**src/rtl/shift_pkg.sv**
```systemverilog
// Shared types and defaults for the multi-cycle shifter: op encoding, FSM states,
// and the default operand width and per-cycle step size.
package shift_pkg;

   localparam int DEFAULT_WIDTH = 32;
   localparam int DEFAULT_STEP  = 4;

   typedef enum logic [1:0] {
      SH_SLL = 2'b00,
      SH_SRL = 2'b01,
      SH_SRA = 2'b10,
      SH_ROR = 2'b11
   } shift_op_e;

   typedef enum logic [1:0] {
      ST_IDLE  = 2'b00,
      ST_SHIFT = 2'b01,
      ST_DONE  = 2'b10
   } shift_state_e;

endpackage

```
**src/rtl/shift_step.sv**
```systemverilog
// Combinational single-step shifter: moves a value by k (0..STEP) bits in one cycle.
// Rotate-right support for SH_ROR is compiled in only when SHIFT_UNIT_ROTATE_EN is defined.
module shift_step
   import shift_pkg::*;
#(
   parameter int WIDTH = DEFAULT_WIDTH,
   parameter int STEP  = DEFAULT_STEP,
   localparam int KW   = $clog2(STEP + 1)
) (
   input  logic [WIDTH-1:0] value_i,
   input  shift_op_e        op_i,
   input  logic             fill_i,
   input  logic [KW-1:0]    k_i,
   output logic [WIDTH-1:0] value_o
);

   logic [WIDTH-1:0] fillMask;

   // The fill mask covers exactly the k MSB positions vacated by a right shift.
   always_comb begin
      fillMask = ~({WIDTH{1'b1}} >> k_i);
      value_o  = value_i;
      case (op_i)
         SH_SLL: value_o = value_i << k_i;
         SH_SRL: value_o = value_i >> k_i;
         SH_SRA: value_o = (value_i >> k_i) | (fill_i ? fillMask : '0);
         SH_ROR: begin
`ifdef SHIFT_UNIT_ROTATE_EN
            value_o = (value_i >> k_i) | (value_i << (WIDTH - int'(k_i)));
`else
            value_o = value_i;
`endif
         end
         default: value_o = value_i;
      endcase
   end

endmodule

```
**src/rtl/shift_unit.sv**
```systemverilog
// Multi-cycle SLL/SRL/SRA shifter with valid/ready handshakes, up to STEP bits per cycle.
// Define SHIFT_UNIT_ROTATE_EN to make op=11 a rotate right; otherwise it passes data through.
module shift_unit
   import shift_pkg::*;
#(
   parameter int WIDTH = DEFAULT_WIDTH,
   parameter int STEP  = DEFAULT_STEP,
   localparam int SHW  = $clog2(WIDTH)
) (
   input  logic             clk,
   input  logic             rst,
   input  logic             in_valid,
   output logic             in_ready,
   input  logic [1:0]       op,
   input  logic [WIDTH-1:0] data_in,
   input  logic [SHW-1:0]   shamt,
   output logic             out_valid,
   input  logic             out_ready,
   output logic [WIDTH-1:0] data_out,
   output logic             busy
);

   localparam int KW = $clog2(STEP + 1);
   localparam logic [SHW:0] STEP_W = (SHW + 1)'(STEP);

   shift_state_e     state_q, state_d;
   shift_op_e        op_q, op_d;
   logic [WIDTH-1:0] work_q, work_d;
   logic [SHW-1:0]   remain_q, remain_d;
   logic             sign_q, sign_d;

   logic [SHW-1:0]   shamtEff;
   logic [SHW:0]     kWide;
   logic [WIDTH-1:0] stepped;

   // Without rotate support, op=11 completes immediately as a pass-through.
   always_comb begin
`ifdef SHIFT_UNIT_ROTATE_EN
      shamtEff = shamt;
`else
      shamtEff = (op == SH_ROR) ? '0 : shamt;
`endif
      kWide = ({1'b0, remain_q} < STEP_W) ? {1'b0, remain_q} : STEP_W;
   end

   shift_step #(
      .WIDTH (WIDTH),
      .STEP  (STEP)
   ) u_step (
      .value_i (work_q),
      .op_i    (op_q),
      .fill_i  (sign_q),
      .k_i     (kWide[KW-1:0]),
      .value_o (stepped)
   );

   always_ff @(posedge clk) begin
      if (rst) begin
         state_q  <= ST_IDLE;
         op_q     <= SH_SLL;
         work_q   <= '0;
         remain_q <= '0;
         sign_q   <= 1'b0;
      end else begin
         state_q  <= state_d;
         op_q     <= op_d;
         work_q   <= work_d;
         remain_q <= remain_d;
         sign_q   <= sign_d;
      end
   end

   // The SRA fill comes from the sign bit captured at accept, not the evolving register.
   always_comb begin
      state_d  = state_q;
      op_d     = op_q;
      work_d   = work_q;
      remain_d = remain_q;
      sign_d   = sign_q;
      case (state_q)
         ST_IDLE: begin
            if (in_valid) begin
               op_d     = shift_op_e'(op);
               work_d   = data_in;
               remain_d = shamtEff;
               sign_d   = data_in[WIDTH-1];
               state_d  = (shamtEff == '0) ? ST_DONE : ST_SHIFT;
            end
         end
         ST_SHIFT: begin
            work_d   = stepped;
            remain_d = remain_q - kWide[SHW-1:0];
            if (remain_q == kWide[SHW-1:0]) begin
               state_d = ST_DONE;
            end
         end
         ST_DONE: begin
            if (out_ready) begin
               state_d = ST_IDLE;
            end
         end
         default: state_d = ST_IDLE;
      endcase
   end

   always_comb begin
      in_ready  = (state_q == ST_IDLE);
      out_valid = (state_q == ST_DONE);
      busy      = (state_q != ST_IDLE);
      data_out  = work_q;
   end

endmodule

```
**config.mk**
```make
export PLATFORM = sky130hd
export DESIGN_NAME = shift_unit
export DESIGN_NICKNAME = d
export VERILOG_FILES = /design/src/rtl/shift_pkg.sv /design/src/rtl/shift_step.sv /design/src/rtl/shift_unit.sv
export SDC_FILE = /design/constraint.sdc
export NUM_CORES = 1
export LEC_CHECK = 0
export ABC_CLOCK_PERIOD_IN_PS = 2400
export CORE_MARGIN = 3
export CORE_UTILIZATION = 35
export CTS_CLUSTER_SIZE = 40
export DETAILED_ROUTE_END_ITERATION = 6
export PLACE_DENSITY_LB_ADDON = 0.12
export SLEW_MARGIN = 20
export SYNTH_ARGS = -nofsm -noshare
export SYNTH_HDL_FRONTEND = slang
export SYNTH_SLANG_ARGS = --single-unit
export TNS_END_PERCENT = 100
```
**constraint.sdc**
```tcl
create_clock -name clk -period 2.4 [get_ports clk]
set_input_delay 0.6 -clock clk [delete_from_list [all_inputs] [get_ports clk]]
set_output_delay 0.6 -clock clk [all_outputs]
set_load 0.01 [all_outputs]
```
== After elaboration in Yosys (flattened, before gate mapping) ==
Cells that the tools add are included.
Cells by class
  equality and inequality tests: 11
  reduce and logical (&&, ||, !) cells: 9
  shift-type cells: 3
  add/subtract/negate cells: 1
  divide/modulo/power cells: 0
  multiply operators: 0
  mux-type cells: 13
  bitwise gates (word level): 2
  $lt $le $gt $ge: 1
Operators by type and width (number)
  $pmux 32 s3: 1
  $mux 32: 2
  $pmux 32 s2: 1
  $not 32->32: 1
  $or 32x32->32: 1
  $shl 32x3->32: 1
  $shr 32x3->32: 1
  $shr 32x3->32 const A: 1
  $mux 5: 3
  $pmux 5 s2: 1
  $eq 2x2->1 const B: 4
  $mux 2: 4
  $ne 2x2->1 const B: 3
  $pmux 2 s3: 1
  $reduce_and 3->1: 2
  $eq 5x5->1: 1
  $logic_not 5->1: 1
  $lt 5x3->1 const B: 1
  $sub 5x5->5: 1
  $eq 2x1->1 const B: 2
  $logic_not 2->1: 2
  $reduce_and 2->1: 2
  $reduce_bool 2->1: 2
  $ne 2x1->1 const B: 1
Storage, ports and cells
  word-level logic and storage cells: 45
  memory bits (writable): 0
  register bits after elaboration: 42
  latch bits: 0
  output and inout bits: 35
  input bits: 43
  memory bits (read-only): 0
  memories: 0

== Depth between registers and ports, before layout ==
  word-level depth: 8
  mapped depth: 10

== Hierarchy ==
Synthesis repeated with hierarchy kept, for this count alone.
Unflattened totals
  cells, all modules: 540
  area, all modules: 4966.0 um^2
By module, submodules not included
  shift_step: area an instance 2869.0 um^2, cells each 309, instances 1
  shift_unit: area an instance 2097.0 um^2, cells each 231, instances 1

== Worst setup path before layout ==
OpenSTA, ideal clock, no wires.
  path type: register -> register
  start: register remain_q[3]
  end: register remain_q[2]
  setup time: 142 ps
  cell stages (with the launch flop): 11
  data arrival time: 2090 ps
  clock period less this slack: 2231 ps
  buffers on the path: 3
  path slack: 169 ps
  path through: dfxtp_1 > clkbuf_1 > or3_1 > buf_2 > buf_1 > nand2_1 > ha_1 > nor4_1 > a21oi_1 > a21oi_1 > a311oi_1
Between the ends
  cells in the longest elaborated chain, start to end: 4
RTL lines
  from (decl): line shift_unit.sv:29  | logic [SHW-1:0] remain_q, remain_d;
  from (signal assigned): line shift_unit.sv:68  | remain_q <= remain_d;
  $lt 5x3->1: line shift_unit.sv:43  | kWide = ({1'b0, remain_q} < STEP_W) ? {1'b0, remain_q} : STEP_W;
  $mux 5: line shift_unit.sv:43
  $sub 5x5->5: line shift_unit.sv:92  | remain_d = remain_q - kWide[SHW-1:0];
  $pmux 5 s2: line shift_unit.sv:80  | case (state_q)
Every way passes these cells.
A chain may end at the register's enable or synchronous reset.

== Final worst setup path ==
  start: register remain_q[2]
  end: register work_q[26] (netlist: data_out[26])
Between the ends
  cells in the longest elaborated chain, start to end: 8
RTL lines
  $lt 5x3->1: line shift_unit.sv:43
  $mux 5 *: line shift_unit.sv:43
  $shr 32x3->32: line shift_step.sv:21  | fillMask = ~({WIDTH{1'b1}} >> k_i);
  $not 32->32: line shift_step.sv:21
  $mux 32: line shift_step.sv:26  | SH_SRA: value_o = (value_i >> k_i) | (fill_i ? fillMask : '0);
  $or 32x32->32: line shift_step.sv:26
  $pmux 32 s3 *: line shift_step.sv:23  | case (op_i)
  $pmux 32 s2 *: line shift_unit.sv:80
  to (signal assigned): line shift_unit.sv:67  | work_q <= work_d;
  to (decl): line shift_unit.sv:28  | logic [WIDTH-1:0] work_q, work_d;
Mark *: on every way between the ends. The rest lies on a longest branch, timed or not.

==> metrics.txt <==
Chip Height 117.9 microns; Peak Freq 0.4318 GHz; top cell family by delay on the critical path compound AO/OA/AOI/OAI gates; max-slew violation count 0; DR WL/cell ~22 microns; Ys Warns 0; Routed WL 17,460 microns; CTS Buffer Depth 2; status finished clean; Setup CP Type reg -> reg; Post-Synthesis Cells 568; end of the critical path data_out[26]$_SDFFE_PP0P_; R2R depth 8; CP cell instances buf_12 > nor4b_4 > buf_4 > buf_4 > mux2i_1 > o22ai_1 > a211o_1 > a22o_1; clock sinks 42; Tcrit/Tclk final between 90% and 100%; First DRT Iteration DRCs 426; worst setup margin 0.08392 ns; vias after detailed routing between 5,000 and 6,000; Hold Buf Count CTS 0; reg2reg setup slack 0.08 ns; first-pass GRT wire length 27,990 microns; FF-to-FF End data_out[26]$_SDFFE_PP0P_; initial antenna violation count 0; Crit path depth 8; Crit path required time between 2 and 3 ns; Worst Setup Slack post-DPL 0.1037 ns; CTS Buf Count 5; Final ANT Viol Nets 0; Main synth FF type dfxtp_1; Final setup viols 0; Starting Density 36.21%; drt drc 0; worst path bufs/invs 3; VDD IR max roughly 0.43 mV; most frequent cells in the layout clkdlybuf4s50_1 (77), nand2_1 (71), mux2i_1 (46), buf_4 (46), a21oi_1 (43); final setup skew between 0.004 and 0.005 ns; Cell Pwr Density 764.4 nW/um^2; Seq/Total Area, Yosys between 10% and 20%; Vias/cell approximately 6.3; critical path's slowest cell nor4b_4; Max FO, Critical Path 14; RSZ-0062 raised after global routing yes; min cycle time layout 2.316 ns; final core utilization 47.29%; number of max-cap violations 0; largest net degree at the start of global routing 34; Hold Path Cell Cnt 2; Worst setup SP type flip-flop; Critical Path AT 2.50 ns; number of global-route vias before repair about 5,100; EDFF count, synth 0; Worst slew margin 46.72%; layout cell share with drive strength beyond 1 15.75%; die area 13,910 sq um; clock latency on the worst-skew pair 0.29 ns; clock transition at the registers of the reported paths 0.06 ns; gr ovfl total 0; Ports 78; CTS tree yes; HP Class reg -> reg; gr usage total about 25%; P_leak 2.150 nW; hpwl dp 12,490 microns; commonest non-fill, non-tap cell in the layout clkdlybuf4s50_1; Port Buffers 77; Setup crit start remain_q[2]$_SDFFE_PP0P_; Synth cell types 63; placed cell count 793; Slew @ Worst Pin 0.7919 ns; core area 12,110 sq um; Worst path max stage delay ~0.37 ns; CP Capture Type flip-flop; root buf cell clkbuf_16; Mapped Nets between 600 and 700; final net count just under 700; worst reg2reg path startpoint remain_q[2]$_SDFFE_PP0P_; Final Hold Viols 0; DR pass1 iterations 5; Synth Register Bits 42; syn_area_per_cell 7.721 sq um; Layout Area Growth over Synthesis 30.61%; ANT cells 0; CTS H-tree depth 2; die span in x 117.9 microns; crit-path most repeated cell buf_4; final std cells w/o fill 803; Mapped Area 4385 sq um; Rows 40; Placer Congestion 0.9565; asr flop ratio synth 0%
-- registers in the layout, indices dropped and copies added, names as in the netlist --
signal	flops
data_out	32
remain_q	5
op_q	2
state_q	2
sign_q	1
-- cells in the mapped netlist, types with 9 or more instances --
| master | instances | share of area, % |
|---|---|---|
| mux2i_1 | 46 | 10 |
| buf_2 | 14 | 1.6 |
| a211oi_1 | 18 | 3.1 |
| nor3_1 | 9 | 1.0 |
| o31ai_1 | 14 | 2.4 |
| dfxtp_1 | 42 | 19 |
| o211ai_1 | 9 | 1.5 |
| o21ai_0 | 25 | 2.9 |
| nand3_1 | 17 | 1.9 |
| mux4_2 | 15 | 7.7 |
| nand2_1 | 72 | 6.2 |
| a221o_1 | 12 | 2.7 |
| a31oi_1 | 11 | 1.6 |
| nor2b_1 | 10 | 1.4 |
| clkbuf_1 | 46 | 3.9 |
| nor2_1 | 34 | 2.9 |
| a21oi_1 | 43 | 4.9 |
| a221oi_1 | 14 | 2.8 |
-- power breakdown --
part	leakage (nW)	switching (W)	internal, W
clock	0.0739	0.000307	0.000414
sequential	0.348	0.000325	0.000841
combinational	1.73	0.00131	0.00118
-- routing by layer --
layer | wire length (microns) | vias to the layer above | global-route usage [%]
met3 | 1102 | 48 | 3.652
met1 | 7243 | 2477 | 30.67
met4 | 507 | 0 | 9.597
met2 | 8605 | 234 | 42.87
met5 | 0 | - | 0
li1 | - | 2315 | -
-- final cells by class --
| type | instances | area (sq um) |
|---|---|---|
| fill | 1247 | 6384 |
| multi-input combinational | 447 | 3217 |
| timing repair buffer | 132 | 1287 |
| sequential | 42 | 843.3 |
| tap | 168 | 210.2 |
| clock buffer | 7 | 142.6 |
| inverter | 6 | 22.52 |
| clock inverter | 1 | 5.005 |
-- stage by stage --
stage | total power, W | setup TNS [ns] | hold slack, ns | area [sq um]
5_1_grt | 0.004639 | -0.01425 | 0.5247 | 5728
2_1_floorplan | 0.002534 | 0 | 0.4497 | 4385
3_3_place_gp | 0.003589 | 0 | 0.4761 | 5542
4_1_cts | 0.004336 | 0 | 0.5001 | 5689
6_report | 0.004379 | 0 | 0.5041 | 5728
3_5_place_dp | 0.003600 | 0 | 0.4898 | 5542
-- worst min-delay path by stage --
stage	start	endpoint	slack [ns]
floorplan	sign_q$_SDFFE_PP0P_	sign_q$_SDFFE_PP0P_	0.45
global placement	sign_q$_SDFFE_PP0P_	sign_q$_SDFFE_PP0P_	0.48
detailed placement	sign_q$_SDFFE_PP0P_	sign_q$_SDFFE_PP0P_	0.49
CTS	sign_q$_SDFFE_PP0P_	sign_q$_SDFFE_PP0P_	0.50
global route	sign_q$_SDFFE_PP0P_	sign_q$_SDFFE_PP0P_	0.52
finish	sign_q$_SDFFE_PP0P_	sign_q$_SDFFE_PP0P_	0.50
-- cell families (layout without fill, tap and decap cells) --
logic type | count (synthesis) | count (layout) | share of synthesized area (%)
buffers and inverters | 79 | 146 | 7.875
DFF | 42 | 42 | 19.17
muxes | 70 | 70 | 20.86
AOI/OAI and AO/OA | 196 | 196 | 31.44
other | 1 | 1 | 0.08551
adders and majority gates | 4 | 4 | 1.141
and+or+nand+nor | 176 | 176 | 19.43
-- worst min-delay path: cells and delay by family, from the launching register on --
| kind | cells | cell delay [ns] |
|---|---|---|
| AO/OA/AOI/OAI | 1 | 0.06 |
| flip-flops | 1 | 0.34 |
| AND/OR/NAND/NOR | 1 | 0.06 |
-- repair_timing --
item                       CTS  global route
gates resized for setup      0             8
setup endpoints to repair    0             8
buffers inserted             0             2
No activity file was read; power rests on OpenSTA's default activity.
